### config.mk
export PLATFORM = sky130hd
export DESIGN_NAME = uart_top
export DESIGN_NICKNAME = d
export VERILOG_FILES = /design/src/rtl/uart_pkg.sv /design/src/rtl/uart_rx.sv /design/src/rtl/uart_tx.sv /design/src/rtl/uart_top.sv
export SDC_FILE = /design/constraint.sdc
export NUM_CORES = 1
export LEC_CHECK = 0
export CORE_MARGIN = 1.5
export CORE_UTILIZATION = 50
export DETAILED_ROUTE_END_ITERATION = 7
export HOLD_SLACK_MARGIN = 0.12
export PLACE_DENSITY = 0.81
export REMOVE_ABC_BUFFERS = 1
export SLEW_MARGIN = 20
export SYNTH_ARGS = -nofsm -noshare
export SYNTH_HDL_FRONTEND = slang
export SYNTH_SLANG_ARGS = --single-unit
export TNS_END_PERCENT = 5
### constraint.sdc
create_clock -name i_clk -period 4.2 [get_ports i_clk]
set_input_delay 0.63 -clock i_clk [delete_from_list [all_inputs] [get_ports i_clk]]
set_output_delay 0.63 -clock i_clk [all_outputs]
set_load 0.02 [all_outputs]
### src/rtl/uart_pkg.sv
// uart_pkg: shared types and constants for the 8N1 UART slice.
//   - tx_state_e / rx_state_e : FSM state encodings
//   - DEFAULT_CLKS_PER_BIT    : 100 MHz / 115200 baud
//   - DATA_BITS / FRAME_BITS  : 8N1 frame geometry
package uart_pkg;

  localparam int unsigned DEFAULT_CLKS_PER_BIT = 868;
  localparam int unsigned DATA_BITS            = 8;
  localparam int unsigned FRAME_BITS           = DATA_BITS + 2;

  typedef enum logic [2:0] {
    TX_IDLE,
    TX_START,
    TX_DATA,
    TX_STOP,
    TX_DONE
  } tx_state_e;

  typedef enum logic [2:0] {
    RX_IDLE,
    RX_START,
    RX_DATA,
    RX_STOP,
    RX_CLEANUP
  } rx_state_e;

endpackage

### src/rtl/uart_rx.sv
// uart_rx: 8N1 deserializer with 2-flop input synchronizer.
//   i_clk, i_rst_n (sync, active-low)
//   i_rx_serial : asynchronous serial line, idles high
//   o_rx_byte   : last well-framed byte, held until the next good frame
//   o_rx_dv     : set on a good frame, cleared at the next start-bit edge
module uart_rx
  import uart_pkg::*;
#(
  parameter int unsigned CLKS_PER_BIT = DEFAULT_CLKS_PER_BIT
) (
  input  logic       i_clk,
  input  logic       i_rst_n,
  input  logic       i_rx_serial,
  output logic [7:0] o_rx_byte,
  output logic       o_rx_dv
);

  localparam int unsigned   CW       = $clog2(CLKS_PER_BIT);
  localparam logic [CW-1:0] CNT_MAX  = CW'(CLKS_PER_BIT - 1);
  localparam logic [CW-1:0] CNT_HALF = CW'((CLKS_PER_BIT - 1) / 2);

  rx_state_e     state;
  logic          rx_meta;
  logic          rx_sync;
  logic [CW-1:0] clk_cnt;
  logic [2:0]    bit_idx;
  logic [7:0]    shift;

  always_ff @(posedge i_clk) begin
    if (!i_rst_n) begin
      rx_meta <= 1'b1;
      rx_sync <= 1'b1;
    end else begin
      rx_meta <= i_rx_serial;
      rx_sync <= rx_meta;
    end
  end

  // The edge-detect cycle in IDLE counts as the first cycle of the
  // half-bit wait, hence the counter is preloaded with 1 there.
  always_ff @(posedge i_clk) begin
    if (!i_rst_n) begin
      state     <= RX_IDLE;
      clk_cnt   <= '0;
      bit_idx   <= '0;
      shift     <= '0;
      o_rx_byte <= '0;
      o_rx_dv   <= 1'b0;
    end else begin
      unique case (state)
        RX_IDLE: begin
          clk_cnt <= CW'(1);
          bit_idx <= '0;
          if (!rx_sync) begin
            o_rx_dv <= 1'b0;
            state   <= RX_START;
          end
        end
        RX_START: begin
          if (clk_cnt == CNT_HALF) begin
            clk_cnt <= '0;
            state   <= rx_sync ? RX_IDLE : RX_DATA;
          end else begin
            clk_cnt <= clk_cnt + CW'(1);
          end
        end
        RX_DATA: begin
          if (clk_cnt == CNT_MAX) begin
            clk_cnt <= '0;
            shift   <= {rx_sync, shift[7:1]};
            if (bit_idx == 3'd7) begin
              state <= RX_STOP;
            end else begin
              bit_idx <= bit_idx + 3'd1;
            end
          end else begin
            clk_cnt <= clk_cnt + CW'(1);
          end
        end
        RX_STOP: begin
          if (clk_cnt == CNT_MAX) begin
            clk_cnt <= '0;
            if (rx_sync) begin
              o_rx_byte <= shift;
              o_rx_dv   <= 1'b1;
            end
            state <= RX_CLEANUP;
          end else begin
            clk_cnt <= clk_cnt + CW'(1);
          end
        end
        RX_CLEANUP: begin
          state <= RX_IDLE;
        end
        default: begin
          state <= RX_IDLE;
        end
      endcase
    end
  end

endmodule

### src/rtl/uart_tx.sv
// uart_tx: 8N1 serializer.
//   i_clk, i_rst_n (sync, active-low)
//   i_tx_dv/i_tx_byte : one-cycle load strobe and byte, honoured only in IDLE
//   o_tx_done         : one-cycle pulse after the stop bit
//   o_tx_active       : high while start/data/stop bits are on the line
//   o_tx_serial       : serial line, idles high
module uart_tx
  import uart_pkg::*;
#(
  parameter int unsigned CLKS_PER_BIT = DEFAULT_CLKS_PER_BIT
) (
  input  logic       i_clk,
  input  logic       i_rst_n,
  input  logic       i_tx_dv,
  input  logic [7:0] i_tx_byte,
  output logic       o_tx_done,
  output logic       o_tx_active,
  output logic       o_tx_serial
);

  localparam int unsigned   CW      = $clog2(CLKS_PER_BIT);
  localparam logic [CW-1:0] CNT_MAX = CW'(CLKS_PER_BIT - 1);

  tx_state_e     state;
  logic [CW-1:0] clk_cnt;
  logic [2:0]    bit_idx;
  logic [7:0]    data;

  // Line level is registered together with the state change, so each bit's
  // level is already on the pin during the first cycle of that bit.
  always_ff @(posedge i_clk) begin
    if (!i_rst_n) begin
      state       <= TX_IDLE;
      clk_cnt     <= '0;
      bit_idx     <= '0;
      data        <= '0;
      o_tx_done   <= 1'b0;
      o_tx_active <= 1'b0;
      o_tx_serial <= 1'b1;
    end else begin
      o_tx_done <= 1'b0;
      unique case (state)
        TX_IDLE: begin
          clk_cnt     <= '0;
          bit_idx     <= '0;
          o_tx_serial <= 1'b1;
          o_tx_active <= 1'b0;
          if (i_tx_dv) begin
            data        <= i_tx_byte;
            o_tx_serial <= 1'b0;
            o_tx_active <= 1'b1;
            state       <= TX_START;
          end
        end
        TX_START: begin
          if (clk_cnt == CNT_MAX) begin
            clk_cnt     <= '0;
            o_tx_serial <= data[0];
            state       <= TX_DATA;
          end else begin
            clk_cnt <= clk_cnt + CW'(1);
          end
        end
        TX_DATA: begin
          if (clk_cnt == CNT_MAX) begin
            clk_cnt <= '0;
            if (bit_idx == 3'd7) begin
              o_tx_serial <= 1'b1;
              state       <= TX_STOP;
            end else begin
              bit_idx     <= bit_idx + 3'd1;
              o_tx_serial <= data[bit_idx + 3'd1];
            end
          end else begin
            clk_cnt <= clk_cnt + CW'(1);
          end
        end
        TX_STOP: begin
          if (clk_cnt == CNT_MAX) begin
            clk_cnt     <= '0;
            o_tx_done   <= 1'b1;
            o_tx_active <= 1'b0;
            state       <= TX_DONE;
          end else begin
            clk_cnt <= clk_cnt + CW'(1);
          end
        end
        TX_DONE: begin
          state <= TX_IDLE;
        end
        default: begin
          state <= TX_IDLE;
        end
      endcase
    end
  end

endmodule

### src/rtl/uart_top.sv
// uart_top: full-duplex 8N1 UART endpoint, one clock domain.
//   i_clk, i_rst_n (sync, active-low)
//   i_uart_rxd / o_uart_txd   : board serial pins (idle high)
//   i_tx_dv, i_tx_byte        : transmit load strobe and byte
//   o_tx_done                 : one-cycle pulse at end of stop bit
//   o_rx_byte                 : last well-framed received byte
//   o_rx_dv_led, o_tx_active_led : status LEDs
module uart_top
  import uart_pkg::*;
#(
  parameter int unsigned CLKS_PER_BIT = DEFAULT_CLKS_PER_BIT
) (
  input  logic       i_clk,
  input  logic       i_rst_n,
  input  logic       i_uart_rxd,
  input  logic       i_tx_dv,
  input  logic [7:0] i_tx_byte,
  output logic       o_tx_done,
  output logic [7:0] o_rx_byte,
  output logic       o_uart_txd,
  output logic       o_rx_dv_led,
  output logic       o_tx_active_led
);

  logic tx_active;
  logic rx_dv;

  uart_tx #(
    .CLKS_PER_BIT(CLKS_PER_BIT)
  ) u_tx (
    .i_clk      (i_clk),
    .i_rst_n    (i_rst_n),
    .i_tx_dv    (i_tx_dv),
    .i_tx_byte  (i_tx_byte),
    .o_tx_done  (o_tx_done),
    .o_tx_active(tx_active),
    .o_tx_serial(o_uart_txd)
  );

  uart_rx #(
    .CLKS_PER_BIT(CLKS_PER_BIT)
  ) u_rx (
    .i_clk      (i_clk),
    .i_rst_n    (i_rst_n),
    .i_rx_serial(i_uart_rxd),
    .o_rx_byte  (o_rx_byte),
    .o_rx_dv    (rx_dv)
  );

  assign o_tx_active_led = tx_active;
  assign o_rx_dv_led     = rx_dv;

endmodule

==> results.yml, run 1 <==
logic_synthesis:
  synth_top_family_by_area: "simple AND/OR/NAND/NOR gates"
  synthMuxAreaShare: 0.1018
  synthAdderAreaFrac: 0.03097
  ys.warnings.count: 0
  yosys.area_share.xor_xnor: 0.04646
  ys_types: 56
  synth-main-ff-cell: "dfxtp_1"
  async_flop_share: 0
  ys_seq_area_frac: 0.4389
  synth_enable_flop_cells: 0
  synth_compound_area_frac: 0.1053
  ys_ff_latch: 62
  yosys.area_share.simple: 0.2451
  syn_inst: 308
  netlist_area_um2: 2828
  synth.avg_cell_area_um2: 9.181
critical_path:
  critPathSlowestCell: "nor4b_2"
  r2r_setup_slack_ns: 1.83
  endpoint_kind: "flip-flop"
  worstPathArrival_ns: 2.58
  crit_fanout: 11
  critical_path.startpoint: "u_rx.state[1]$_SDFFE_PN0P_"
  critPathRequiredTime_ns: 4.41
  timing.rr.start: "u_rx.state[1]$_SDFFE_PN0P_"
  reg2reg_depth: 4
  worstSetupEndpoint: "u_rx.shift[0]$_SDFFE_PN0P_"
  cp_slowest_stage_delay_ns: 0.95
  critical_path_class: "flip-flop to flip-flop"
  crit_chain: "nor3b_1 > nor4b_2 > mux2i_1 > nor2_1"
  cp-start-kind: "flip-flop"
  r2r_end: "u_rx.shift[0]$_SDFFE_PN0P_"
power_and_ir_drop:
  power.total_w: 0.001330
  p_per_area_nw_per_um2: 396.1
  clkPwrFrac: 0.497
  p_int_w: 0.001067
  p_sw_w: 0.0002629
  leakagePower_nw: 1.230
  combPwrFrac: 0.047
  peakVddDrop_uv: 304.1
  p_seq_frac: 0.456
  swShare: 0.1976
drt:
  top_layer_used: "met4"
  antenna_left: 0
  met3_length_um: 197
  wl_per_cell_um: 13.16
  drtIter0Drc: 94
  dr_total_vias: 2214
  drc: 0
  met1Wirelength_um: 2572
  drt-total-wl_um: 5344
  dr_wl_met2_um: 2495
  dr.pass1.iters: 4
  via_per_inst: 5.453
layout:
  final_cell_mix: "dfxtp_1 (62), nor2_1 (45), nand2_1 (32)"
  multi_input_area_um2: 1504
  antenna_cells: 0
  fin_nets: 349
  final_common_cell: "dfxtp_1"
  drive_gt1_frac: 0.07784
  fillers: 468
  area_growth_pct: 18.76
  register_area_um2: 1241
timing:
  setup-tns-final_ns: 0
  rsz0062_at_grt: "false"
  skew_ns: 0.007144
  period_share: 0.5648
  fmax_mhz: 421.6
  whs_ns: 0.4105
  relSlewSlack: 0.2828
  final_hold_viol_count: 0
  period_minus_slack_ns: 2.372
  tightest_slew_ns: 1.073
  slew_viol_final: 0
  setup_viol: 0
global_routing:
  grt_antenna_before_repair: 0
  grt_first_pass_wirelength_um: 9108
  grt_max_degree: 38
  grt_pass1_vias: 2043
  overflow: 0
  grt_util_all_layers: 0.1884
floorplan:
  start_util: 0.5167
  dieArea_um2: 6115
  core_um2: 5473
  die_w_um: 78.20
  rows: 27
  io_pins: 24
  die_h_um: 78.20
clock_network:
  h-tree-depth: 3
  clockRootBuffer: "clkbuf_8"
  cts.sinks: 62
  cts.clk_slew.worst_paths_ns: 0.07
  clockBufferDepth: 2
  cts_tree: "built"
  hold_buffers: 0
  post_cts_buffers: 0
  worstSkewPairLatency_ns: 0.34
  cts_resized: 0
  cts_buffers: 9
job:
  cap_violations: 0
place:
  gp_congestion: 0.8445
  place_hpwl_um: 3641
  io_buffers: 23
hold_path:
  hold_class: "flip-flop to flip-flop"
status:
  status: "completed"
-- power groups by stage --
| stage | Clock (W) | Combinational, W | Sequential, W |
|---|---|---|---|
| after floorplan | 0 | 0.0000343 | 0.000620 |
| after global placement | 0 | 0.0000607 | 0.000620 |
| after detailed placement | 0 | 0.0000616 | 0.000620 |
| after CTS | 0.000673 | 0.0000626 | 0.000607 |
| after global routing | 0.000696 | 0.0000684 | 0.000608 |
| final | 0.000661 | 0.0000620 | 0.000607 |
-- stage by stage --
stage          area, µm²  utilization  std cells  worst slack [ns]
2_1_floorplan       2769            -        295             1.562
3_3_place_gp        3103       0.5670        391             1.864
3_5_place_dp        3103       0.5670        391             1.816
4_1_cts             3358       0.6136        406             1.811
5_1_grt             3358       0.6136        406             1.666
6_report            3358       0.6136        406             1.828
-- critical path, delay by kind of cell, from the launching register on --
kind             cells  cell delay (ns)
AND/OR/NAND/NOR      3             1.46
flip-flops           1             0.51
multiplexers         1             0.27
-- per-layer routing --
layer	vias up	global-route usage
li1	1134	-
met1	1044	0.2445
met2	30	0.2913
met3	6	0.04884
met4	0	0.09107
met5	-	0
-- kinds of logic (layout without fill, tap and decap cells) --
| logic type | Yosys count | after routing |
|---|---|---|
| and+or+nand+nor | 134 | 134 |
| buffers and inverters | 21 | 47 |
| AOI/OAI and AO/OA | 43 | 43 |
| adders and majority gates | 7 | 7 |
| xor gates and xnor gates | 15 | 15 |
| DFF | 62 | 62 |
| muxes | 26 | 26 |
-- sequential cells by signal, indices dropped and copies added, names as in the netlist --
register,count
u_rx.bit_idx,3
u_rx.clk_cnt,10
u_rx.o_rx_byte,8
u_rx.o_rx_dv,1
u_rx.rx_meta,1
u_rx.rx_sync,1
u_rx.shift,8
u_rx.state,3
u_tx.bit_idx,3
u_tx.clk_cnt,10
u_tx.data,8
u_tx.o_tx_active,1
u_tx.o_tx_done,1
u_tx.o_tx_serial,1
u_tx.state,3
-- worst min path at each step --
stage	startpoint	to	slack [ns]	cells past startpoint
floorplan	u_rx.rx_meta$_SDFF_PN1_	u_rx.rx_sync$_SDFF_PN1_	0.39	1
detailed placement	u_rx.rx_meta$_SDFF_PN1_	u_rx.rx_sync$_SDFF_PN1_	0.39	1
global placement	u_rx.rx_meta$_SDFF_PN1_	u_rx.rx_sync$_SDFF_PN1_	0.40	1
CTS	u_rx.rx_meta$_SDFF_PN1_	u_rx.rx_sync$_SDFF_PN1_	0.42	1
finish	u_rx.rx_meta$_SDFF_PN1_	u_rx.rx_sync$_SDFF_PN1_	0.41	1
global route	u_rx.rx_meta$_SDFF_PN1_	u_rx.rx_sync$_SDFF_PN1_	0.45	1
-- cell type report --
| class | instances | share of cell area |
|---|---|---|
| clock inverter | 3 | 0.02683 |
| sequential | 62 | 0.3696 |
| clock buffer | 12 | 0.04918 |
| multi-input combinational | 225 | 0.4478 |
| inverter | 8 | 0.008942 |
| timing repair buffer | 24 | 0.07079 |
| tap | 72 | 0.02683 |
-- Yosys cell counts, types with 3 or more instances --
| library cell | count | area, µm² |
|---|---|---|
| xnor2_1 | 6 | 52.55 |
| ha_1 | 7 | 87.58 |
| nand4b_1 | 4 | 35.03 |
| nor2_1 | 45 | 168.9 |
| xor2_1 | 9 | 78.83 |
| o21ai_0 | 4 | 20.02 |
| nand2_1 | 32 | 120.1 |
| nand3_1 | 9 | 45.04 |
| nor3_1 | 5 | 25.02 |
| nand2b_1 | 6 | 37.54 |
| mux2i_1 | 22 | 220.2 |
| and4_1 | 4 | 35.03 |
| nor3b_1 | 3 | 22.52 |
| nand4_1 | 3 | 18.77 |
| a21oi_1 | 17 | 85.08 |
| dfxtp_1 | 62 | 1241 |
| inv_1 | 8 | 30.03 |
| clkbuf_1 | 8 | 30.03 |
(Power assumes the default switching activity.)
==> run 2, diff against run 1 <==
--- a/config.mk
+++ b/config.mk
@@ -9,7 +9,7 @@
 export CORE_UTILIZATION = 50
 export DETAILED_ROUTE_END_ITERATION = 7
 export HOLD_SLACK_MARGIN = 0.12
-export PLACE_DENSITY = 0.81
+export PLACE_DENSITY = 0.84
 export REMOVE_ABC_BUFFERS = 1
 export SLEW_MARGIN = 20
 export SYNTH_ARGS = -nofsm -noshare
==> constraint.sdc (replaced) <==
create_clock -name i_clk -period 2.1 [get_ports i_clk]
set_input_delay 0.315 -clock i_clk [delete_from_list [all_inputs] [get_ports i_clk]]
set_output_delay 0.315 -clock i_clk [all_outputs]
set_load 0.02 [all_outputs]
==> run 2 against run 1 <==
Net effect:
- sequential power grew 99%
- non-clock buffer count grew 9
- global-route usage grew 0.55 points
- critical path depth grew 3
- die area is the same
- total power grew 88%
- combinational power grew 110%
==> results.yml, run 2 (same netlist as run 1, synthesis figures left out) <==
layout:
  area_growth_pct: 20.27
  register_area_um2: 1241
  drive_gt1_frac: 0.1020
  fin_nets: 358
  antenna_cells: 0
  fillers: 448
  multi_input_area_um2: 1513
  final_cell_mix: "dfxtp_1 (62), nor2_1 (45), nand2_1 (32)"
  top_regs: "u_rx.clk_cnt (10), u_tx.clk_cnt (10)"
  final_common_cell: "dfxtp_1"
  final_core_util: 0.6214
timing:
  period_minus_slack_ns: 1.989
  whs_ns: 0.4144
  slew_viol_final: 0
  setup-tns-final_ns: 0
  fmax_mhz: 502.7
  relSlewSlack: 0.6695
  tightest_slew_ns: 0.4951
  final_hold_viol_count: 0
  period_share: 0.9472
  setup_viol: 0
  skew_ns: 0.007468
  rsz0062_at_grt: "false"
floorplan:
  start_util: 0.5167
  dieArea_um2: 6115
  die_h_um: 78.20
  die_w_um: 78.20
  core_um2: 5473
  io_pins: 24
  rows: 27
critical_path:
  crit_fanout: 3
  endpoint_kind: "flip-flop"
  worstPathArrival_ns: 2.19
  critPathRequiredTime_ns: 2.31
  r2r_setup_slack_ns: 0.11
  cp-start-kind: "flip-flop"
  critical_path_class: "flip-flop to flip-flop"
clock_network:
  cts.sinks: 62
  cts.clk_slew.worst_paths_ns: 0.06
  clockRootBuffer: "clkbuf_8"
  worstSkewPairLatency_ns: 0.34
  h-tree-depth: 3
  clockBufferDepth: 2
  cts_tree: "built"
  cts_buffers: 9
drt:
  dr.pass1.iters: 4
  dr_total_vias: 2314
  via_per_inst: 5.576
  drc: 0
  drt-total-wl_um: 5544
  wl_per_cell_um: 13.36
  antenna_left: 0
  drtIter0Drc: 82
power_and_ir_drop:
  peakVddDrop_uv: 643.7
  leakagePower_nw: 1.264
  power.total_w: 0.002501
  p_per_area_nw_per_um2: 735.5
place:
  place_hpwl_um: 3828
  io_buffers: 23
  gp_congestion: 0.8296
status:
  status: "completed"
global_routing:
  overflow: 0
  grt_antenna_before_repair: 0
  grt_util_all_layers: 0.1939
  grt_pass1_vias: 2114
  grt_first_pass_wirelength_um: 9390
  grt_max_degree: 38
hold_path:
  hold_class: "flip-flop to flip-flop"
job:
  cap_violations: 0
==> run 2: metal layers <==
layer | global-route usage | wire length (µm) | vias up
li1 | - | - | 1159
met1 | 0.2418 | 2562 | 1091
met2 | 0.3096 | 2663 | 53
met3 | 0.04070 | 197 | 11
met4 | 0.1125 | 120 | 0
met5 | 0 | 0 | -
==> run 2: path summary, 6_finish.rpt <==
check,startpoint,end,cells after the start
worst max-delay path,u_tx.bit_idx[0]$_SDFFE_PN0P_,u_tx.bit_idx[2]$_SDFFE_PN0P_,7
worst max register to register,u_tx.bit_idx[0]$_SDFFE_PN0P_,u_tx.bit_idx[2]$_SDFFE_PN0P_,7
worst min register to register,u_rx.rx_meta$_SDFF_PN1_,u_rx.rx_sync$_SDFF_PN1_,1
worst min-delay path,u_rx.rx_meta$_SDFF_PN1_,u_rx.rx_sync$_SDFF_PN1_,1
==> run 2: through the flow <==
step	std cells	instance area (µm²)	worst slack, ns
6_report	415	3401	0.1108
5_1_grt	415	3401	0.009650
4_1_cts	415	3392	0.07771
3_5_place_dp	400	3171	0.1079
3_3_place_gp	400	3171	0.1438
2_1_floorplan	295	2769	-0.5375
==> run 2: where the power goes <==
| part | internal, W | total [W] | leakage (nW) | switching, W |
|---|---|---|---|---|
| clock | 0.000722 | 0.00116 | 0.115 | 0.000436 |
| combinational | 0.0000631 | 0.000130 | 0.646 | 0.0000665 |
| sequential | 0.00120 | 0.00121 | 0.503 | 0.0000176 |
==> run 2: timing repair <==
| item | in CTS | in global routing |
|---|---|---|
| setup buffers | 0 | 0 |
| endpoints found under the setup margin | 0 | 1 |
| gates resized for setup | 0 | 1 |
| hold buffers | 0 | 0 |
| endpoints found under the hold margin | 0 | 0 |
==> run 2: worst max-delay path, stage by stage (launching register included) <==
cell,delay [ns]
dfxtp_1,0.32
ha_1,0.19
ha_1,0.20
or4b_1,0.52
nor4_4,0.21
buf_4,0.18
mux2i_1,0.17
nor2_1,0.06
==> run 2: area by class of cell <==
cell class              instances  share of cell area
well taps                      72             0.02649
clock buffers                  11             0.04452
inverters                       8            0.008830
repair buffers                 33             0.08977
flip-flops and latches         62              0.3650
multi-input cells             225              0.4448
clock inverters                 4             0.02060
==> run 3, diff against run 2 <==
--- a/config.mk
+++ b/config.mk
@@ -5,6 +5,7 @@
 export SDC_FILE = /design/constraint.sdc
 export NUM_CORES = 1
 export LEC_CHECK = 0
+export ABC_CLOCK_PERIOD_IN_PS = 2100
 export CORE_MARGIN = 1.5
 export CORE_UTILIZATION = 50
 export DETAILED_ROUTE_END_ITERATION = 7
==> results of run 3 <==
The final DEF is identical to that of run 2; final timing and power are the same.
